--- src/rtl/lisp_stack_cache_pkg.sv ---
// Shared types for the Lisp top-of-stack cache: word layout, stack command
// encodings, controller states and a helper giving the entries an op needs.
package lisp_stack_cache_pkg;

    localparam int unsigned VALUE_WIDTH = 16;
    localparam int unsigned TAG_WIDTH   = 4;
    localparam int unsigned WORD_SIZE   = VALUE_WIDTH + TAG_WIDTH;

    typedef enum logic [1:0] {
        STACK_PUSH        = 2'd0,
        STACK_POP         = 2'd1,
        STACK_REPLACE     = 2'd2,
        STACK_POP_REPLACE = 2'd3
    } stack_op_e;

    typedef enum logic [2:0] {
        ST_IDLE       = 3'd0,
        ST_SPILL      = 3'd1,
        ST_FILL_ISSUE = 3'd2,
        ST_FILL_WAIT  = 3'd3,
        ST_FLUSH      = 3'd4,
        ST_FLUSH_DONE = 3'd5
    } cache_state_e;

    // Number of live stack entries an op must see before it can run.
    function automatic logic [1:0] op_need(input stack_op_e op);
        case (op)
            STACK_PUSH:        return 2'd0;
            STACK_POP_REPLACE: return 2'd2;
            default:           return 2'd1;
        endcase
    endfunction

endpackage

--- src/rtl/lisp_stack_cache_if.sv ---
// Core-side command handshake of the stack cache.
//   master: core datapath (drives cmd_valid/cmd_op/cmd_data)
//   slave : stack cache   (drives cmd_ready)
interface lisp_stack_cache_if;
    import lisp_stack_cache_pkg::*;

    logic                 cmd_valid;
    stack_op_e            cmd_op;
    logic [WORD_SIZE-1:0] cmd_data;
    logic                 cmd_ready;

    modport master (output cmd_valid, cmd_op, cmd_data, input cmd_ready);
    modport slave  (input cmd_valid, cmd_op, cmd_data, output cmd_ready);
endinterface

--- src/rtl/lisp_stack_cache_regs.sv ---
// DEPTH-entry shift array holding the cached top of stack.
// Entry 0 is the top; entry count-1 is the oldest (bottom) cached word.
// Entries at index >= count are kept at zero, so tos/nos read straight
// from registers and are 0 when not valid.
//   push/pop/replace : core ops (pop+replace together = POP_REPLACE)
//   insert_bottom    : append fill_data below the oldest entry
//   remove_bottom    : drop the oldest entry (after it was spilled)
//   tos/nos          : entries 0/1; bottom/bottom2: entries count-1/count-2
module lisp_stack_cache_regs
    import lisp_stack_cache_pkg::*;
#(
    parameter int unsigned DEPTH = 4,
    localparam int unsigned CW   = $clog2(DEPTH + 1)
) (
    input  logic                 clk,
    input  logic                 reset,
    input  logic                 push,
    input  logic                 pop,
    input  logic                 replace,
    input  logic                 insert_bottom,
    input  logic                 remove_bottom,
    input  logic [WORD_SIZE-1:0] push_data,
    input  logic [WORD_SIZE-1:0] fill_data,
    output logic [WORD_SIZE-1:0] tos,
    output logic [WORD_SIZE-1:0] nos,
    output logic [WORD_SIZE-1:0] bottom,
    output logic [WORD_SIZE-1:0] bottom2,
    output logic [CW-1:0]        count
);

    logic [WORD_SIZE-1:0] entry_q [DEPTH];
    logic [CW-1:0]        count_q;

    // Entry array and occupancy update; one control is active per cycle.
    always_ff @(posedge clk) begin
        if (reset) begin
            for (int i = 0; i < DEPTH; i++) entry_q[i] <= '0;
            count_q <= '0;
        end else if (push) begin
            entry_q[0] <= push_data;
            for (int i = 1; i < DEPTH; i++) entry_q[i] <= entry_q[i-1];
            count_q <= count_q + CW'(1);
        end else if (pop) begin
            for (int i = 0; i < DEPTH - 1; i++) entry_q[i] <= entry_q[i+1];
            entry_q[DEPTH-1] <= '0;
            // POP_REPLACE: the old NOS is overwritten by the new value.
            if (replace) entry_q[0] <= push_data;
            count_q <= count_q - CW'(1);
        end else if (replace) begin
            entry_q[0] <= push_data;
        end else if (insert_bottom) begin
            for (int i = 0; i < DEPTH; i++)
                if (CW'(i) == count_q) entry_q[i] <= fill_data;
            count_q <= count_q + CW'(1);
        end else if (remove_bottom) begin
            for (int i = 0; i < DEPTH; i++)
                if (CW'(i + 1) == count_q) entry_q[i] <= '0;
            count_q <= count_q - CW'(1);
        end
    end

    // Oldest and second-oldest cached entries, selected by occupancy.
    always_comb begin
        bottom  = '0;
        bottom2 = '0;
        for (int i = 0; i < DEPTH; i++) begin
            if (CW'(i + 1) == count_q) bottom  = entry_q[i];
            if (CW'(i + 2) == count_q) bottom2 = entry_q[i];
        end
    end

    assign tos   = entry_q[0];
    assign nos   = entry_q[1];
    assign count = count_q;

endmodule

--- src/rtl/lisp_stack_cache.sv ---
// Top-of-stack cache: keeps the top DEPTH stack words in registers, spills
// the oldest to memory when full, refills on demand or in the background,
// and can flush everything to memory. Memory stack grows down from STACK_TOP.
//   clk, reset        : clock, synchronous active-high reset
//   cmd (slave)       : cmd_valid/cmd_op/cmd_data in, cmd_ready out
//   flush/flush_done  : flush request pulse / completion pulse
//   tos/nos(+_valid)  : top two stack words
//   stack_pointer     : logical SP (memory SP minus cached count)
//   stack_error       : sticky underflow flag
//   mem_*             : synchronous memory port (read data one cycle late)
module lisp_stack_cache
    import lisp_stack_cache_pkg::*;
#(
    parameter int unsigned ADDR_WIDTH = 16,
    parameter int unsigned DEPTH      = 4,
    parameter int unsigned STACK_TOP  = 8184,
    parameter int unsigned FILL_LEVEL = 2
) (
    input  logic                  clk,
    input  logic                  reset,
    lisp_stack_cache_if.slave     cmd,
    input  logic                  flush,
    output logic                  flush_done,
    output logic [WORD_SIZE-1:0]  tos,
    output logic [WORD_SIZE-1:0]  nos,
    output logic                  tos_valid,
    output logic                  nos_valid,
    output logic [ADDR_WIDTH-1:0] stack_pointer,
    output logic                  stack_error,
    output logic [ADDR_WIDTH-1:0] mem_addr,
    output logic                  mem_write_enable,
    output logic                  mem_read_enable,
    output logic [WORD_SIZE-1:0]  mem_write_value,
    input  logic [WORD_SIZE-1:0]  mem_read_value
);

    localparam int unsigned CW  = $clog2(DEPTH + 1);
    localparam int unsigned CWX = CW + 1;
    localparam logic [CW-1:0]         DEPTH_C   = CW'(DEPTH);
    localparam logic [CW-1:0]         FILL_C    = CW'(FILL_LEVEL);
    localparam logic [ADDR_WIDTH-1:0] STACK_TOP_A = ADDR_WIDTH'(STACK_TOP);

    cache_state_e          state_q;
    logic [ADDR_WIDTH-1:0] mem_sp_q;
    logic [ADDR_WIDTH-1:0] sp_q;
    logic                  stack_error_q;
    logic                  flush_done_q;
    logic                  mem_we_q;
    logic                  mem_re_q;
    logic [ADDR_WIDTH-1:0] mem_addr_q;
    logic [WORD_SIZE-1:0]  mem_wdata_q;

    logic [WORD_SIZE-1:0]  bottom;
    logic [WORD_SIZE-1:0]  bottom2;
    logic [CW-1:0]         count;

    logic       cmd_ready_c;
    logic       do_push, do_pop, do_replace, do_insert, do_remove;
    logic       take_flush, take_cmd, start_spill, start_fill, flag_error;
    logic       satisfiable, mem_has;
    logic [1:0] mem_avail;

    lisp_stack_cache_regs #(.DEPTH(DEPTH)) u_regs (
        .clk           (clk),
        .reset         (reset),
        .push          (do_push),
        .pop           (do_pop),
        .replace       (do_replace),
        .insert_bottom (do_insert),
        .remove_bottom (do_remove),
        .push_data     (cmd.cmd_data),
        .fill_data     (mem_read_value),
        .tos           (tos),
        .nos           (nos),
        .bottom        (bottom),
        .bottom2       (bottom2),
        .count         (count)
    );

    // IDLE decision (flush > command > background fill) and array controls.
    always_comb begin
        cmd_ready_c = 1'b0;
        do_push     = 1'b0;
        do_pop      = 1'b0;
        do_replace  = 1'b0;
        do_insert   = 1'b0;
        do_remove   = 1'b0;
        take_flush  = 1'b0;
        take_cmd    = 1'b0;
        start_spill = 1'b0;
        start_fill  = 1'b0;
        flag_error  = 1'b0;

        mem_has = (mem_sp_q < STACK_TOP_A);
        // Memory-resident entries, saturated at 2 (the most any op needs).
        if (!mem_has)                                    mem_avail = 2'd0;
        else if (mem_sp_q == STACK_TOP_A - ADDR_WIDTH'(1)) mem_avail = 2'd1;
        else                                             mem_avail = 2'd2;

        case (cmd.cmd_op)
            STACK_PUSH:                satisfiable = (count < DEPTH_C);
            STACK_POP, STACK_REPLACE:  satisfiable = (count != '0);
            default:                   satisfiable = (count >= CW'(2));
        endcase

        if (state_q == ST_IDLE && !reset) begin
            if (flush) begin
                take_flush = 1'b1;
            end else if (cmd.cmd_valid) begin
                if (satisfiable) begin
                    cmd_ready_c = 1'b1;
                    take_cmd    = 1'b1;
                    case (cmd.cmd_op)
                        STACK_PUSH:    do_push    = 1'b1;
                        STACK_POP:     do_pop     = 1'b1;
                        STACK_REPLACE: do_replace = 1'b1;
                        default: begin
                            do_pop     = 1'b1;
                            do_replace = 1'b1;
                        end
                    endcase
                end else if (cmd.cmd_op == STACK_PUSH) begin
                    start_spill = 1'b1;
                end else if ((CWX'(count) + CWX'(mem_avail)) < CWX'(op_need(cmd.cmd_op))) begin
                    // Underflow: swallow the op, leave the stack untouched.
                    cmd_ready_c = 1'b1;
                    flag_error  = 1'b1;
                end else begin
                    start_fill = 1'b1;
                end
            end else if (count < FILL_C && mem_has) begin
                start_fill = 1'b1;
            end
        end

        if (state_q == ST_FILL_WAIT) do_insert = 1'b1;
        if (state_q == ST_SPILL || (state_q == ST_FLUSH && count != '0)) do_remove = 1'b1;
    end

    // Controller FSM with registered memory strobes and status.
    always_ff @(posedge clk) begin
        if (reset) begin
            state_q       <= ST_IDLE;
            mem_sp_q      <= STACK_TOP_A;
            sp_q          <= STACK_TOP_A;
            stack_error_q <= 1'b0;
            flush_done_q  <= 1'b0;
            mem_we_q      <= 1'b0;
            mem_re_q      <= 1'b0;
            mem_addr_q    <= '0;
            mem_wdata_q   <= '0;
        end else begin
            mem_we_q     <= 1'b0;
            mem_re_q     <= 1'b0;
            flush_done_q <= 1'b0;
            case (state_q)
                ST_IDLE: begin
                    if (take_flush) begin
                        state_q <= ST_FLUSH;
                        if (count != '0) begin
                            mem_we_q    <= 1'b1;
                            mem_addr_q  <= mem_sp_q - ADDR_WIDTH'(1);
                            mem_wdata_q <= bottom;
                        end
                    end else if (take_cmd) begin
                        if (cmd.cmd_op == STACK_PUSH)
                            sp_q <= sp_q - ADDR_WIDTH'(1);
                        else if (cmd.cmd_op != STACK_REPLACE)
                            sp_q <= sp_q + ADDR_WIDTH'(1);
                    end else if (flag_error) begin
                        stack_error_q <= 1'b1;
                    end else if (start_spill) begin
                        state_q     <= ST_SPILL;
                        mem_we_q    <= 1'b1;
                        mem_addr_q  <= mem_sp_q - ADDR_WIDTH'(1);
                        mem_wdata_q <= bottom;
                    end else if (start_fill) begin
                        state_q    <= ST_FILL_ISSUE;
                        mem_re_q   <= 1'b1;
                        mem_addr_q <= mem_sp_q;
                    end
                end
                ST_SPILL: begin
                    mem_sp_q <= mem_sp_q - ADDR_WIDTH'(1);
                    state_q  <= ST_IDLE;
                end
                ST_FILL_ISSUE: begin
                    state_q <= ST_FILL_WAIT;
                end
                ST_FILL_WAIT: begin
                    mem_sp_q <= mem_sp_q + ADDR_WIDTH'(1);
                    state_q  <= ST_IDLE;
                end
                ST_FLUSH: begin
                    if (count != '0) mem_sp_q <= mem_sp_q - ADDR_WIDTH'(1);
                    // Queue the next-oldest entry while one remains after this write.
                    if (count > CW'(1)) begin
                        mem_we_q    <= 1'b1;
                        mem_addr_q  <= mem_sp_q - ADDR_WIDTH'(2);
                        mem_wdata_q <= bottom2;
                    end else begin
                        state_q      <= ST_FLUSH_DONE;
                        flush_done_q <= 1'b1;
                    end
                end
                ST_FLUSH_DONE: begin
                    state_q <= ST_IDLE;
                end
                default: begin
                    state_q <= ST_IDLE;
                end
            endcase
        end
    end

    // Strobes are masked during reset so an aborted spill/fill never reaches memory.
    assign cmd.cmd_ready      = cmd_ready_c;
    assign flush_done         = flush_done_q & ~reset;
    assign mem_write_enable   = mem_we_q & ~reset;
    assign mem_read_enable    = mem_re_q & ~reset;
    assign mem_addr           = mem_addr_q;
    assign mem_write_value    = mem_wdata_q;
    assign tos_valid          = (count != '0);
    assign nos_valid          = (count >= CW'(2));
    assign stack_pointer      = sp_q;
    assign stack_error        = stack_error_q;

endmodule

--- src/flat_wrapper.sv ---
// flat-port wrapper written by rule: the top's interface ports become plain ports
module lisp_stack_cache_flat import lisp_stack_cache_pkg::*;
#(
    parameter int unsigned ADDR_WIDTH = 16,
    parameter int unsigned DEPTH      = 4,
    parameter int unsigned STACK_TOP  = 8184,
    parameter int unsigned FILL_LEVEL = 2
)
  (clk, reset, flush, flush_done, tos, nos, tos_valid, nos_valid, stack_pointer, stack_error, mem_addr, mem_write_enable, mem_read_enable, mem_write_value, mem_read_value, cmd_cmd_valid, cmd_cmd_op, cmd_cmd_data, cmd_cmd_ready);
  lisp_stack_cache_if cmd_i ();
  input  logic clk;
  input  logic reset;
  input  logic flush;
  output logic flush_done;
  output logic [WORD_SIZE-1:0] tos;
  output logic [WORD_SIZE-1:0] nos;
  output logic tos_valid;
  output logic nos_valid;
  output logic [ADDR_WIDTH-1:0] stack_pointer;
  output logic stack_error;
  output logic [ADDR_WIDTH-1:0] mem_addr;
  output logic mem_write_enable;
  output logic mem_read_enable;
  output logic [WORD_SIZE-1:0] mem_write_value;
  input  logic [WORD_SIZE-1:0] mem_read_value;
  input wire logic [$bits(cmd_i.cmd_valid)-1:0] cmd_cmd_valid;
  input wire logic [$bits(cmd_i.cmd_op)-1:0] cmd_cmd_op;
  input wire logic [$bits(cmd_i.cmd_data)-1:0] cmd_cmd_data;
  output wire logic [$bits(cmd_i.cmd_ready)-1:0] cmd_cmd_ready;
  assign cmd_i.cmd_valid = cmd_cmd_valid;
  assign cmd_i.cmd_op = cmd_cmd_op;
  assign cmd_i.cmd_data = cmd_cmd_data;
  assign cmd_cmd_ready = cmd_i.cmd_ready;
  lisp_stack_cache #(.ADDR_WIDTH(ADDR_WIDTH), .DEPTH(DEPTH), .STACK_TOP(STACK_TOP), .FILL_LEVEL(FILL_LEVEL)) u_core (.clk(clk), .reset(reset), .cmd(cmd_i), .flush(flush), .flush_done(flush_done), .tos(tos), .nos(nos), .tos_valid(tos_valid), .nos_valid(nos_valid), .stack_pointer(stack_pointer), .stack_error(stack_error), .mem_addr(mem_addr), .mem_write_enable(mem_write_enable), .mem_read_enable(mem_read_enable), .mem_write_value(mem_write_value), .mem_read_value(mem_read_value));
endmodule
--- config.mk ---
export PLATFORM = sky130hd
export DESIGN_NAME = lisp_stack_cache_flat
export DESIGN_NICKNAME = d
export VERILOG_FILES = /design/src/rtl/lisp_stack_cache_pkg.sv /design/src/rtl/lisp_stack_cache_if.sv /design/src/rtl/lisp_stack_cache_regs.sv /design/src/rtl/lisp_stack_cache.sv /design/src/flat_wrapper.sv
export SDC_FILE = /design/constraint.sdc
export NUM_CORES = 1
export LEC_CHECK = 0
export CAP_MARGIN = 20
export CELL_PAD_IN_SITES_DETAIL_PLACEMENT = 2
export CELL_PAD_IN_SITES_GLOBAL_PLACEMENT = 2
export CORE_MARGIN = 2
export CORE_UTILIZATION = 38
export CTS_CLUSTER_DIAMETER = 60
export DETAILED_ROUTE_END_ITERATION = 6
export DONT_BUFFER_PORTS = 1
export PLACE_DENSITY_LB_ADDON = 0.25
export SLEW_MARGIN = 15
export SYNTH_ARGS = -nofsm -noshare
export SYNTH_HDL_FRONTEND = slang
export SYNTH_SLANG_ARGS = --single-unit
export TNS_END_PERCENT = 50
--- constraint.sdc ---
create_clock -name clk -period 3.6 [get_ports clk]
set_clock_uncertainty 0.05 [all_clocks]
set_input_delay 0.72 -clock clk [delete_from_list [all_inputs] [get_ports clk]]
set_output_delay 0.72 -clock clk [all_outputs]
set_load 0.005 [all_outputs]
# Word level (Yosys, flattened, before mapping)
# Memories as Yosys holds them, arrays and structs flattened.
# Cells that the tools add are included.
totals:
  input_bits: 46
  output_inout_bits: 99
  n_memories: 1
  ram_bits: 80
  regBits: 78
  wordCells: 292
memory_table:
  columns: ["memory", "depth", "width", "rd", "rd_ports_with_merged_regs", "write_ports", "line", "source"]
  rows:
  - ["u_core.u_regs.entry_q", 4, 20, 4, 0, 4, "lisp_stack_cache_regs.sv:31", "logic [WORD_SIZE-1:0] entry_q [DEPTH];"]
op_classes:
  addsub: 8
  reduce_logical: 25
  mux: 193
  bitwise: 26
  n_eq_ne: 23
  magnitude_cmp: 6
ops:
  columns: ["cell", "count"]
  rows:
  - ["$mux W20", 32]
  - ["$mux W16", 9]
  - ["$mux W1", 127]
  - ["$pmux W16 S3", 1]
  - ["$pmux W20 S2", 1]
  - ["$mux W3", 11]
  - ["$add A16 B1 Y16 const B", 2]
  - ["$pmux W16 S2", 1]
  - ["$sub A16 B1 Y16 const B", 2]
  - ["$or A1 B1 Y1", 18]
  - ["$eq A16 B13 Y1 const B", 1]
  - ["$lt A16 B13 Y1 const B", 1]
  - ["$mux W2", 8]
  - ["$sub A16 B2 Y16 const B", 1]
  - ["$reduce_and A4 Y1", 3]
  - ["$reduce_and A6 Y1", 2]
  - ["$pmux W3 S3", 1]
  - ["$ne A2 B2 Y1 const B", 4]
  - ["$reduce_or A2 Y1", 4]
  - ["$eq A2 B3 Y1 const A", 2]
  - ["$eq A3 B2 Y1 const B", 2]
  - ["$eq A3 B3 Y1 const A", 2]
  - ["$logic_not A3 Y1", 2]
  - ["$ne A3 B1 Y1 const B", 2]
  - ["other kinds (28)", 42]

# Logic depth before layout (Yosys ltp)
depth:
  ltp_word: 20
  mapped_depth: 14
  depth_no_buf: 12

# Cells and area by module
# From an unflattened synthesis, not the netlist that was laid out.
hier_totals:
  hier_cells: 1290
  area_unflattened_um2: 10100.9
by_module_without_submodules:
  columns: ["module", "area_each_um2", "instances", "seq_area_each_um2", "cells_each"]
  rows:
  - ["lisp_stack_cache_regs", 5405.2, 1, 2062.0, 684]
  - ["lisp_stack_cache", 4695.8, 1, 1501.4, 606]

# Worst setup path after synthesis
# Ideal clock, no wire load.
synth_path:
  kind: "in2reg"
  start: "input port cmd_cmd_op[0]"
  end: "register u_core.sp_q[15], in the netlist u_core.stack_pointer[15]"
  t_arrival_ns: 3.118
  required_time_ns: 3.429
  path_buffers: 1
  cell_stages: 10
  setup_slack_ns: 0.311
  setup_ns: 0.121
  cell_sequence: "inv_1 -> ha_1 -> ha_1 -> clkbuf_1 -> a2111oi_0 -> o21ai_0 -> a31oi_1 -> nor2_1 -> o211ai_1 -> mux2_2"
synth_between:
  elab_chain_cells: 8
  elab_cells_between_ends: 13
  cone_classes: "eq/ne: 3; mux: 6; reduce/logical: 4"
synth_lines:
  columns: ["element", "line", "source"]
  rows:
  - ["from (decl)", "flat_wrapper.sv:27", "input wire logic [$bits(cmd_i.cmd_op)-1:0] cmd_cmd_op;"]
  - ["$eq A2 B2 Y1 / $eq A2 B1 Y1 (equally long branches)", "lisp_stack_cache.sv:100", "case (cmd.cmd_op)"]
  - ["$reduce_or A2 Y1", "lisp_stack_cache.sv:100", null]
  - ["$pmux W1 S2", "lisp_stack_cache.sv:100", null]
  - ["$mux W1", "lisp_stack_cache.sv:110", "if (satisfiable) begin"]
  - ["$mux W1", "lisp_stack_cache.sv:109", "end else if (cmd.cmd_valid) begin"]
  - ["$mux W1", "lisp_stack_cache.sv:107", "if (flush) begin"]
  - ["$mux W1", "lisp_stack_cache.sv:106", "if (state_q == ST_IDLE && !reset) begin"]
  - ["$reduce_and A4 Y1 (no line)", null, null]
  - ["to (signal assigned)", "lisp_stack_cache.sv:167", "sp_q <= sp_q - ADDR_WIDTH'(1);"]
  - ["to (signal assigned)", "lisp_stack_cache.sv:169", "sp_q <= sp_q + ADDR_WIDTH'(1);"]
  - ["to (decl)", "lisp_stack_cache.sv:45", "logic [ADDR_WIDTH-1:0] sp_q;"]
# Several ways; a longest one is shown, not always the timed one.
# A chain may end at the register's enable or synchronous reset.

# Worst setup path after layout
layout_path:
  start: "register u_core.mem_sp_q[15]"
  end: "output port cmd_cmd_ready"
layout_between:
  elab_chain_cells: 11
  elab_cells_between_ends: 12
  cone_classes: "add/sub: 1; order compare: 2; eq/ne: 1; mux: 8"
layout_lines:
  columns: ["element", "line", "source"]
  rows:
  - ["from (decl)", "lisp_stack_cache.sv:44", "logic [ADDR_WIDTH-1:0] mem_sp_q;"]
  - ["from (signal assigned)", "lisp_stack_cache.sv:184", "mem_sp_q <= mem_sp_q - ADDR_WIDTH'(1);"]
  - ["from (signal assigned)", "lisp_stack_cache.sv:191", "mem_sp_q <= mem_sp_q + ADDR_WIDTH'(1);"]
  - ["from (signal assigned)", "lisp_stack_cache.sv:195", "if (count != '0) mem_sp_q <= mem_sp_q - ADDR_WIDTH'(1);"]
  - ["branches (longest 2 deep; another with $lt A16 B13 Y1)", null, null]
  - ["$mux W2 (*)", "lisp_stack_cache.sv:96", "if (!mem_has) mem_avail = 2'd0;"]
  - ["$add A3 B2 Y4 (*)", "lisp_stack_cache.sv:124", "end else if ((CWX'(count) + CWX'(mem_avail)) < CWX'(op_need(cmd.cmd_op))) begin"]
  - ["$lt A4 B2 Y1 (*)", "lisp_stack_cache.sv:124", null]
  - ["$mux W1 (*)", "lisp_stack_cache.sv:124", null]
  - ["$mux W1 (*)", "lisp_stack_cache.sv:122", "end else if (cmd.cmd_op == STACK_PUSH) begin"]
  - ["$mux W1 (*)", "lisp_stack_cache.sv:110", null]
  - ["$mux W1 (*)", "lisp_stack_cache.sv:109", null]
  - ["$mux W1 (*)", "lisp_stack_cache.sv:107", null]
  - ["$mux W1 (*)", "lisp_stack_cache.sv:106", null]
  - ["to (decl)", "flat_wrapper.sv:29", "output wire logic [$bits(cmd_i.cmd_ready)-1:0] cmd_cmd_ready;"]
# Mark *: on every way between the ends.

==> results.py <==
metrics = {
    "floorplan": {
        "rows": 58,
        "floorplan.initialDensity": 0.387,
        "die_x_um": 164,
        "dieHeight_um": 164,
        "pin_count": 145,
        "core_box_area_mm2": 0.0251,
        "die-area_mm2": 0.0269,
    },
    "global_routing": {
        "grt_max_degree": 70,
        "globalRouteTotalUtil": 0.299,
        "grt_pass1_vias": 10400,
        "grt.overflow.total": 0,
        "grt_pass1_wl_um": 61700,
        "antenna_found_initial": 1,
    },
    "final_layout": {
        "fin_area_mm2": 0.0109,
        "final_core_utilization": 0.434,
        "antenna-diode-count": 0,
        "final_net_count": 1243,
        "filler_cell_count": 2884,
        "share_of_final_layout_standard_cells_stronger_than_drive_strength_1": 0.116,
        "area_growth_syn_to_layout_pct": 12.1,
        "final_instance_count_excl_fillers": 1506,
    },
    "run": {
        "timing.max_cap.violations": 0,
    },
    "logic_synthesis": {
        "postSynthAreaPerCell_um2": 8.26,
        "cell_with_the_most_instances_after_synthesis": "nand2_1",
        "yosys-top-cells-count": "192 x nand2_1, 118 x dfxtp_1, 103 x a21oi_1, 75 x nor2_1, 73 x a22oi_1",
        "post_synth_main_area_contributors": "dfxtp_1 24%, edfxtp_1 12%, nand2_1 7.4%, a22oi_1 5.6%, a21oi_1 5.3%",
        "synth.largest_area_cell": "dfxtp_1",
        "yosys_warnings": 0,
        "ys.flop_type": "dfxtp_1",
        "yosysSeqAreaShare": 0.367,
        "netlist.area_leader.share": 0.243,
        "postSynthCellCount": 1176,
        "asyncSetResetFlopFracSynth": 0,
        "syn_area_mm2": 0.00971,
        "synth.ff_latch_count": 158,
        "synth_fp_nets": 1256,
        "post_synth_edffs": 40,
        "synth.lib_cells_used.distinct": 74,
    },
    "clocking": {
        "worst_skew_pair.late_latency_ns": 0.45,
        "tritoncts_clock_tree": "built",
        "cts_max_path_buffers": 2,
        "cts_buffers": 17,
        "clock-root-buffer": "clkbuf_16",
        "clkSlewWorstSetupHoldPaths_ns": 0.07,
        "cts.sink_count": 158,
        "cts.htree.levels": 4,
    },
    "routing": {
        "detail_route.drc_violations": 1,
        "final_antenna_net_count": 0,
        "drtIter0Drc": 716,
        "routed_wirelength_um": 40200,
        "drt_pre_antenna_iters": 7,
        "routed_via_density": 6.45,
        "via_count": 9717,
        "wl_per_cell_um": 26.7,
    },
    "sta": {
        "relSlewSlack": 0.340,
        "report.final.setup_viol": 0,
        "fmax_ghz": 0.281,
        "tightest_slew_ns": 0.984,
        "hold_viol_final": 0,
        "final-max-slew-violation-count": 0,
        "timing.final.crit_period_ns": 3.56,
        "post_route_fraction_of_the_period_consumed_by_the_critical_path": 0.989,
        "finalSetupTns_ns": 0,
        "grt_setup_unrepaired": "true",
    },
    "power": {
        "power.leakage_nw": 3.77,
        "irDropWorstVdd_mv": 0.442,
        "power.total_mw": 7.65,
        "powerDensity_mw_per_mm2": 703,
    },
    "setup_path": {
        "crit_arrival_ns": 2.79,
        "worstSetupPathType": "flop to output port",
        "startpoint_type": "flop",
        "required_ns": 2.83,
        "worstSetupEndpointType": "output port",
        "crit_path_max_fanout": 3,
    },
    "min_path": {
        "min-delay-path-class": "input port to flop",
    },
    "placed_design": {
        "post-dp-hpwl_um": 27500,
        "place.detailed.instances": 1471,
        "port-buffer-count": 0,
        "placed_area_mm2": 0.0102,
        "gpl.final_weighted_congestion": 0.828,
    },
    "run_status": {
        "violations": "design-rule violations",
        "status": "finished with violations",
    },
}
## cell type report
class	instances	area (um2)	share of cell area
tap	330	413	0.0379
clock buffer	18	429	0.0394
inverter	24	90.1	0.00827
sequential	158	3570	0.328
timing repair buffer	59	488	0.0448
multi-input combinational	903	5750	0.528
clock inverter	14	151	0.0139
## layer usage
layer | up-vias | wire, um | global-route usage
li1 | 4357 | - | -
met1 | 4962 | 16200 | 0.352
met2 | 319 | 20400 | 0.534
met3 | 79 | 2240 | 0.0553
met4 | 0 | 1290 | 0.120
met5 | - | 0 | 0
## flip-flops by register name, summed over array words and instances, names as in the netlist, 3 cells and up
| signal | cells |
|---|---|
| u_core.u_regs.entry_q | 80 |
| u_core.mem_write_value | 20 |
| u_core.mem_addr | 16 |
| u_core.mem_sp_q | 16 |
| u_core.stack_pointer | 16 |
| u_core.state_q | 3 |
| u_core.u_regs.count | 3 |
## cell families (layout without fill, tap and decap cells)
family | count (synthesis) | count (layout) | share of synthesized area
xor gates and xnor gates | 39 | 39 | 0.0352
adders and majority gates | 34 | 34 | 0.0453
and+or+nand+nor | 408 | 408 | 0.201
buffers and inverters | 115 | 115 | 0.0511
muxes | 25 | 25 | 0.0272
AOI/OAI and AO/OA | 397 | 397 | 0.273
DFF | 158 | 158 | 0.367
## critical path: stages, from the launching register on
cell      delay (ns)
dfxtp_1         0.37
nor3_4          0.22
nand4_1         0.13
nor2_2          0.14
ha_2            0.21
fa_1            0.43
ha_1            0.28
o21ai_0         0.09
nand2b_1        0.11
nor2_2          0.17
nand2_2         0.10
nand2_2         0.10
## path summary, 6_finish.rpt
kind / start / end / slack (ns) / cells past startpoint
hold / removal: reset / u_core.mem_sp_q[1] / 0.29 / 1
hold reg to reg: u_core.mem_sp_q[1] / u_core.mem_sp_q[1] / 0.46 / 2
setup / recovery: u_core.mem_sp_q[15] / cmd_cmd_ready / 0.04 / 11
setup reg to reg: u_core.mem_sp_q[15] / u_core.mem_addr[13] / 0.26 / 14
## stage by stage
stage               hold WS, ns  setup slack [ns]
floorplan                 0.411             0.311
global placement          0.442             0.137
detailed placement        0.457           -0.0478
CTS                       0.284           0.00597
global route              0.270           -0.0928
finish                    0.294            0.0384
## timing repair
item	CTS	global route
pin swaps	3	1
setup endpoints to repair	12	12
hold buffers	0	0
gates resized for setup	18	2
hold endpoints to repair	0	0
buffers inserted	3	0
gates cloned	0	0
## where the power goes
| part | internal, mW | switching, mW |
|---|---|---|
| registers | 2.10 | 0.397 |
| clock network | 0.983 | 0.884 |
| logic | 1.09 | 2.19 |
## placed cells by master (no fill, tap or decap), types with 18 or more instances in the layout
cell type and n:
a211oi_1 20, a21oi_1 102, a222oi_1 21, a22oi_1 73
a31oi_1 21, buf_4 56, dfxtp_1 114, edfxtp_1 40
ha_1 29, inv_1 24, mux2i_1 23, nand2_1 190
nand3_1 23, nand4_1 22, nor2_1 70, nor3_1 18
o211ai_1 28, o21ai_0 27, o21ai_1 45, xnor2_1 24
No activity file was read; power rests on OpenSTA's default activity.
